<file path="config.mk">
export PLATFORM = sky130hd
export DESIGN_NAME = wb_queue
export DESIGN_NICKNAME = d
export VERILOG_FILES = /design/src/rtl/cpu_pkg.sv /design/src/rtl/wbq_match.sv /design/src/rtl/wb_queue.sv
export SDC_FILE = /design/constraint.sdc
export NUM_CORES = 1
export LEC_CHECK = 0
export BUFFER_PORTS_ARGS = -buffer_cell sky130_fd_sc_hd__buf_2
export CAP_MARGIN = 10
export CORE_UTILIZATION = 46
export CTS_CLUSTER_SIZE = 12
export DETAILED_ROUTE_END_ITERATION = 8
export GPL_TIMING_DRIVEN = 0
export PLACE_DENSITY = 0.65
export SYNTH_ARGS = -nofsm -noshare
export SYNTH_HDL_FRONTEND = slang
export SYNTH_SLANG_ARGS = --single-unit
</file>
<file path="constraint.sdc">
create_clock -name Clk -period 2.8 [get_ports Clk]
set_input_delay 0.14 -clock Clk [delete_from_list [all_inputs] [get_ports Clk]]
set_output_delay 0.14 -clock Clk [all_outputs]
set_load 0.02 [all_outputs]
</file>
<file path="src/rtl/cpu_pkg.sv">
// Shared CPU definitions: register-file geometry and the write-back entry layout.
// Latency: n/a (types and constants only).
// Backpressure: n/a.
package cpu_pkg;

  localparam int REG_AW = 4;
  localparam int REG_DW = 32;

  // One pending register write: destination register and result value.
  typedef struct packed {
    logic [REG_AW-1:0] addr;
    logic [REG_DW-1:0] data;
  } wb_entry_t;

endpackage

</file>
<file path="src/rtl/wbq_match.sv">
// Youngest-match search over the live queue entries plus the output stage.
// Latency: purely combinational.
// Backpressure: none; a pure lookup.
module wbq_match #(
  parameter int DEPTH = 4,
  parameter int AW    = 4,
  parameter int DW    = 32
) (
  input  logic [AW-1:0]              addr_i [DEPTH],
  input  logic [DW-1:0]              data_i [DEPTH],
  input  logic [$clog2(DEPTH)-1:0]   rd_ptr_i,
  input  logic [$clog2(DEPTH):0]     count_i,
  input  logic                       regwr_i,
  input  logic [AW-1:0]              rw_i,
  input  logic [DW-1:0]              busw_i,
  input  logic [AW-1:0]              key_i,
  output logic                       hit_o,
  output logic [DW-1:0]              fwd_o
);

  localparam int PW = $clog2(DEPTH);
  localparam int CW = $clog2(DEPTH) + 1;

  logic [PW-1:0] idx;

  // Scan from the output stage (oldest) through the queue head-to-tail;
  // each later match overrides, so the entry nearest wr_ptr wins.
  always_comb begin
    hit_o = 1'b0;
    fwd_o = '0;
    idx   = '0;
    if (regwr_i && (rw_i == key_i)) begin
      hit_o = 1'b1;
      fwd_o = busw_i;
    end
    for (int k = 0; k < DEPTH; k++) begin
      idx = rd_ptr_i + PW'(k);
      if ((CW'(k) < count_i) && (addr_i[idx] == key_i)) begin
        hit_o = 1'b1;
        fwd_o = data_i[idx];
      end
    end
  end

endmodule

</file>
<file path="src/rtl/wb_queue.sv">
// Write-back queue: buffers register results and drains one per cycle to the register file.
// Latency: 1 cycle from accept to RegWr; throughput 1 write/cycle.
// Backpressure: InReady = (Count < DEPTH) from pre-edge state; Stall holds the drain.
// Optional forwarding lookups (RA/RB -> Hit/Fwd) exist only when WBQ_FWD_EN is defined.
module wb_queue
  import cpu_pkg::*;
#(
  parameter int DEPTH = 4,
  parameter int AW    = REG_AW,
  parameter int DW    = REG_DW
) (
  input  logic                      Clk,
  input  logic                      Rst,
  input  logic                      InValid,
  output logic                      InReady,
  input  logic [AW-1:0]             InAddr,
  input  logic [DW-1:0]             InData,
  input  logic                      Stall,
  output logic                      RegWr,
  output logic [AW-1:0]             RW,
  output logic [DW-1:0]             BusW,
  output logic                      Empty,
  output logic [$clog2(DEPTH):0]    Count
`ifdef WBQ_FWD_EN
  ,
  input  logic [AW-1:0]             RA,
  input  logic [AW-1:0]             RB,
  output logic                      HitA,
  output logic                      HitB,
  output logic [DW-1:0]             FwdA,
  output logic [DW-1:0]             FwdB
`endif
);

  localparam int PW = $clog2(DEPTH);
  localparam int CW = $clog2(DEPTH) + 1;

  // Entry storage is deliberately not reset: pointers alone define what is live.
  logic [AW-1:0] addr_mem [DEPTH];
  logic [DW-1:0] data_mem [DEPTH];

  logic [PW-1:0] wr_ptr_q, wr_ptr_d;
  logic [PW-1:0] rd_ptr_q, rd_ptr_d;
  logic [CW-1:0] count_q,  count_d;
  logic          regwr_q,  regwr_d;
  logic [AW-1:0] rw_q,     rw_d;
  logic [DW-1:0] busw_q,   busw_d;

  logic push;
  logic pop;

  // Handshake decode; both use pre-edge occupancy, so a pop never frees a slot
  // for the same cycle and a freshly written entry cannot be popped on its edge.
  always_comb begin
    push = InValid && (count_q != CW'(DEPTH));
    pop  = (count_q != '0) && !Stall;
  end

  // Next-state for pointers, occupancy and the registered write port.
  always_comb begin
    wr_ptr_d = push ? wr_ptr_q + 1'b1 : wr_ptr_q;
    rd_ptr_d = pop  ? rd_ptr_q + 1'b1 : rd_ptr_q;
    count_d  = count_q;
    if (push && !pop) begin
      count_d = count_q + 1'b1;
    end else if (!push && pop) begin
      count_d = count_q - 1'b1;
    end
    regwr_d = pop;
    rw_d    = pop ? addr_mem[rd_ptr_q] : rw_q;
    busw_d  = pop ? data_mem[rd_ptr_q] : busw_q;
  end

  // Control state; reset discards everything in flight, including an unpresented write.
  always_ff @(posedge Clk or posedge Rst) begin
    if (Rst) begin
      wr_ptr_q <= '0;
      rd_ptr_q <= '0;
      count_q  <= '0;
      regwr_q  <= 1'b0;
      rw_q     <= '0;
      busw_q   <= '0;
    end else begin
      wr_ptr_q <= wr_ptr_d;
      rd_ptr_q <= rd_ptr_d;
      count_q  <= count_d;
      regwr_q  <= regwr_d;
      rw_q     <= rw_d;
      busw_q   <= busw_d;
    end
  end

  // Entry storage write on accept.
  always_ff @(posedge Clk) begin
    if (push) begin
      addr_mem[wr_ptr_q] <= InAddr;
      data_mem[wr_ptr_q] <= InData;
    end
  end

  // Output port drive.
  always_comb begin
    InReady = (count_q != CW'(DEPTH));
    RegWr   = regwr_q;
    RW      = rw_q;
    BusW    = busw_q;
    Count   = count_q;
    Empty   = (count_q == '0) && !regwr_q;
  end

`ifdef WBQ_FWD_EN
  wbq_match #(.DEPTH(DEPTH), .AW(AW), .DW(DW)) u_match_a (
    .addr_i   (addr_mem),
    .data_i   (data_mem),
    .rd_ptr_i (rd_ptr_q),
    .count_i  (count_q),
    .regwr_i  (regwr_q),
    .rw_i     (rw_q),
    .busw_i   (busw_q),
    .key_i    (RA),
    .hit_o    (HitA),
    .fwd_o    (FwdA)
  );

  wbq_match #(.DEPTH(DEPTH), .AW(AW), .DW(DW)) u_match_b (
    .addr_i   (addr_mem),
    .data_i   (data_mem),
    .rd_ptr_i (rd_ptr_q),
    .count_i  (count_q),
    .regwr_i  (regwr_q),
    .rw_i     (rw_q),
    .busw_i   (busw_q),
    .key_i    (RB),
    .hit_o    (HitB),
    .fwd_o    (FwdB)
  );
`endif

endmodule

</file>
# Word-level counts from Yosys, hierarchy flattened
# Memory sizes are Yosys's and may differ from the RTL's. A register that Yosys moved wholly into a read port is not among the register bits.
# Index checks and enable logic that the tools add are counted.
[word_totals]
in_bits = 40
register_bits = 8
n_memories = 2
wordCells = 27
mem_bits_rw = 144
output_inout_bits = 42
[classes]
mux = 4
reduce_logical = 12
add_sub_neg = 4
n_eq_ne = 1
[mem_list]
columns = ["name", "depth", "word_bits", "rd", "rd_ports_with_merged_regs", "wr", "line_no", "text"]
rows = [
  ["data_mem", 4, 32, 1, 1, 1, "wb_queue.sv:40", "logic [DW-1:0] data_mem [DEPTH];"],
  ["addr_mem", 4, 4, 1, 1, 1, "wb_queue.sv:39", "logic [AW-1:0] addr_mem [DEPTH];"],
]
[op_table]
columns = ["cell", "count"]
rows = [
  ["3-bit 2-to-1 mux", 2],
  ["1-bit logical AND", 5],
  ["2-bit by 1-bit adder with 2-bit output (second input constant)", 2],
  ["1-bit zero test", 4],
  ["3-bit by 1-bit adder with 3-bit output (second input constant)", 1],
  ["3-bit zero test", 1],
  ["3-bit inequality test (second input constant)", 1],
  ["3-bit nonzero test", 1],
  ["3-bit by 1-bit subtractor with 3-bit output (second input constant)", 1],
  ["1-bit 2-to-1 mux", 2],
  ["2-bit nonzero test", 1],
]

# Longest topological paths before layout
[logic_depth]
depth_word = 6
ltp_mapped = 11

# Least setup slack after synthesis
# OpenSTA, ideal clock, no wires.
[synth_timing]
kind = "register -> register"
from = "register count_q[0], in the netlist Count[0]"
to = "memory addr_mem[0][0], enable pin"
arrival_time_ns = 1.933
t_required_ns = 2.403
n_path_buf = 0
path_slack_ns = 0.471
path_stages_with_launch = 4
cell_sequence = "dfrtp_1 > nor2_1 > a21boi_1 > and2_1"
[synth_via]
elab_chain_len = 4
[synth_lines]
columns = ["element", "line_no", "text"]
rows = [
  ["start: declaration", "wb_queue.sv:44", "logic [CW-1:0] count_q, count_d;"],
  ["start signal: assignment", "wb_queue.sv:86", "count_q <= count_d;"],
  ["3-bit inequality test", "wb_queue.sv:55", "push = InValid && (count_q != CW'(DEPTH));"],
  ["1-bit logical AND", "wb_queue.sv:55", ""],
  ["named net push", "wb_queue.sv:49", "logic push;"],
  ["1-bit 2-to-1 mux", "wb_queue.sv:95", "if (push) begin"],
  ["1-bit 2-to-1 mux (implied by the code)", "wb_queue.sv:96", "addr_mem[wr_ptr_q] <= InAddr;"],
  ["end: declaration", "wb_queue.sv:39", ""],
]
# The timed path passes the listed nets, and every way through them passes these cells.

# Worst setup path after layout
[layout_timing]
from = "register count_q[1], in the netlist Count[1]"
to = "register count_q[2], in the netlist Count[2]"
[layout_via]
elab_chain_len = 5
[layout_lines]
columns = ["element", "line_no", "text"]
rows = [
  ["3-bit nonzero test (*)", "wb_queue.sv:56", "pop = (count_q != '0) && !Stall;"],
  ["1-bit logical AND (*)", "wb_queue.sv:56", ""],
  ["named net pop", "wb_queue.sv:50", "logic pop;"],
  ["1-bit zero test", "wb_queue.sv:64", "if (push && !pop) begin"],
  ["1-bit logical AND", "wb_queue.sv:64", ""],
  ["3-bit 2-to-1 mux or 2-bit nonzero test (tied branches)", "-", ""],
]
# Mark *: on every way through the listed nets, which the timed path passes. The rest lies on a longest branch. The select of a mux whose other input is x is not followed.
# A chain may end at the register's enable or synchronous reset.

==> flow_summary.json <==
{
  "hold_depth": 3,
  "cp-start-kind": "flip-flop",
  "crit_fanout": 10,
  "start_util_pct": 47.66,
  "cap_violations": 0,
  "rows": 44,
  "layout_setup_ws_ns": 0.3111,
  "syn_area_mm2": 0.007005,
  "whs_ns": 0.03113,
  "mostFrequentLayoutCell": "edfxtp_1",
  "yosys.area_share.simple_pct": 0.8394,
  "tritoncts.num_buffers": 17,
  "rsz0062_at_grt": "no",
  "power_density_mw_per_mm2": 1083,
  "p_switching_mw": 2.730,
  "fin_crit_sh_pct": 88.89,
  "syn_inst": 303,
  "placed_area_mm2": 0.007746,
  "dieHeight_um": 125.4,
  "synth_cell_types": 22,
  "drive_above_1_share_pct": 45.20,
  "stdcell_area_mm2": 0.008746,
  "swShare_pct": 28.83,
  "diodes": 0,
  "worstSetupPathType": "flip-flop to flip-flop",
  "dp_slack_ns": 0.1323,
  "drtIter0Drc": 191,
  "cts.sinks": 188,
  "synth-compound-area-share_pct": 0.1072,
  "cts_tree": "yes",
  "pwr-share-seq_pct": 43.2,
  "synth_top_family_by_area": "multiplexers",
  "relSlewSlack_pct": 62.42,
  "io_pins": 82,
  "ys_ff_latch": 188,
  "clkPwrFrac_pct": 26.4,
  "crit_path_max_incr_delay_ns": 0.45,
  "cp_data_required_time_ns": 3.14,
  "nets": 491,
  "hold_viol": 0,
  "port_buffers": 81,
  "synth_area_per_cell_um2": 23.12,
  "cts_buffer_depth": 2,
  "slowest_stage": "dfrtp_1",
  "layout_common_cells": "144 x edfxtp_1, 89 x buf_2, 44 x dfrtp_1",
  "grt_use_total_pct": 17.53,
  "grt_pass1_vias": 3661,
  "r2r_cells": 11,
  "die_width_um": 125.4,
  "muxShareOfSynthArea_pct": 18.00,
  "leakage_nw": 3.238,
  "p_comb_share_pct": 30.4,
  "wire_per_inst_um": 19.02,
  "synth_nets": 349,
  "cts_root_buf": "clkbuf_16",
  "setup_viol": 0,
  "max_freq_mhz": 401.8,
  "htreeDepth": 4,
  "die-area_mm2": 0.01573,
  "ys_warn_count": 0,
  "antenna_found_initial": 0,
  "insertion_delay_ns": 0.42,
  "arrival_ns": 2.83,
  "cp-end-kind": "flip-flop",
  "area_growth_pct": 24.84,
  "violations": "design-rule violations",
  "ant_nets": 0,
  "grt-ovfl-total": 0,
  "ir_worst_vdd_v": 0.0004926,
  "grt_pass1_wl_um": 20140,
  "clk_pin_slew_ns": 0.06,
  "ys_seq_area_share_pct": 77.44,
  "fin_skew_ns": 0.006154,
  "core_mm2": 0.01470,
  "routed_wl_um": 12210,
  "p_int_mw": 6.739,
  "gp_congestion": 0.6553,
  "status": "finished, violations left",
  "min_path_type": "input port to flip-flop",
  "synthAdderAreaFrac_pct": 1.179,
  "min_period_ns": 2.489,
  "tightest_slew_ns": 0.5624,
  "vias_per_cell": 5.146,
  "finalMaxSlewViolations": 0,
  "crit_chain": "nor3_2 -> nor2_1 -> buf_2 -> buf_4 -> inv_1 -> ha_1 -> inv_1 -> fa_1 -> xor2_1 -> nor2_1 -> xor2_1",
  "num_vias": 3304,
  "dr.pass1.iters": 8,
  "drc": 7,
  "synth_xor_area_share_pct": 0.7501,
  "hpwl_um": 7509,
  "grt_max_degree": 31
}
## Yosys cell counts (all sizes together)
| library cell | count | area share (%) |
|---|---|---|
| nor3b | 1 | 0.11 |
| and2 | 4 | 0.36 |
| dfrtp | 44 | 16 |
| inv | 5 | 0.27 |
| edfxtp | 144 | 62 |
| ha | 5 | 0.89 |
| mux4 | 36 | 12 |
| buf | 12 | 1.4 |
| a21boi | 1 | 0.11 |
| xor2 | 4 | 0.50 |
| mux2 | 38 | 6.4 |
| nor3 | 1 | 0.071 |
| nand2 | 1 | 0.054 |
| nor4 | 1 | 0.089 |
| nor2 | 3 | 0.16 |
| xnor2 | 2 | 0.25 |
| fa | 1 | 0.29 |
## metrics by stage
stage / utilization, % / TNS [ns] / total power [mW] / cells
global placement: 51.98 / -37.29 / 6.903 / 568
floorplan: - / 0 / 6.125 / 303
global route: 59.50 / 0 / 9.972 / 642
detailed placement: 52.70 / 0 / 7.054 / 573
CTS: 59.47 / 0 / 9.602 / 642
finish: 59.50 / 0 / 9.469 / 642
## sequential cells by signal (all words and copies together), names as in the netlist
register  count
RegWr         1
wr_ptr_q      2
addr_mem     16
RW            4
BusW         32
data_mem    128
rd_ptr_q      2
Count         3
## cells by family after synthesis
| group | after synthesis |
|---|---|
| DFF | 188 |
| muxes | 74 |
| buffers and inverters | 17 |
| and+or+nand+nor | 11 |
| xor gates and xnor gates | 6 |
| adders and majority gates | 6 |
| AOI/OAI and AO/OA | 1 |
## final timing paths
path | start | endpoint | slack [ns]
min in group asynchronous | Rst | BusW[2]$_DFFE_PP0P_ | 0.27
setup reg to reg | Count[1]$_DFFE_PP0P_ | Count[2]$_DFFE_PP0P_ | 0.31
hold / removal | Stall | rd_ptr_q[1]$_DFFE_PP0P_ | 0.03
max in group asynchronous | Rst | BusW[26]$_DFFE_PP0P_ | 2.02
setup / recovery | Count[1]$_DFFE_PP0P_ | Count[2]$_DFFE_PP0P_ | 0.31
hold reg to reg | BusW[13]$_DFFE_PP0P_ | BusW[13]$_DFFE_PP0P_ | 0.50
## worst max-delay path, delay by kind of cell, from the launching register on
kind | cells | cell delay [ns]
xor+xnor | 2 | 0.33
simple gates | 3 | 0.50
fa+ha+maj | 2 | 0.54
buf+inv | 4 | 0.58
flops | 1 | 0.45
## cell type report
type,instances,area (um2)
fill,1090,5953
multi-input combinational,98,1473
inverter,5,18.77
sequential,188,5425
clock inverter,12,167.7
tap,184,230.2
timing repair buffer,123,875.8
buffer,12,98.84
clock buffer,20,456.7
## layer usage
metal  vias to the layer above  track usage [%]  part of all wire, %
met3                         8            3.894                  4.0
met4                         0            6.026                 0.75
li1                       1502                -                    -
met1                      1728            23.32                   45
met5                         -                0                    0
met2                        66            28.82                   50
## power groups by stage
stage               Sequential (mW)  Combinational (mW)  Clock [mW]
finish                         4.09                2.88        2.50
global route                   4.18                3.12        2.68
CTS                            4.10                2.95        2.55
detailed placement             4.15                2.91           0
global placement               4.14                2.77           0
floorplan                      4.47                1.66           0
## timing repair
action	in CTS	in global routing
hold buffers	37	0
hold endpoints to repair	158	0
resized for setup	0	1
setup endpoints to repair	0	1
setup buffers	0	0
No activity file was read; power rests on OpenSTA's default activity.
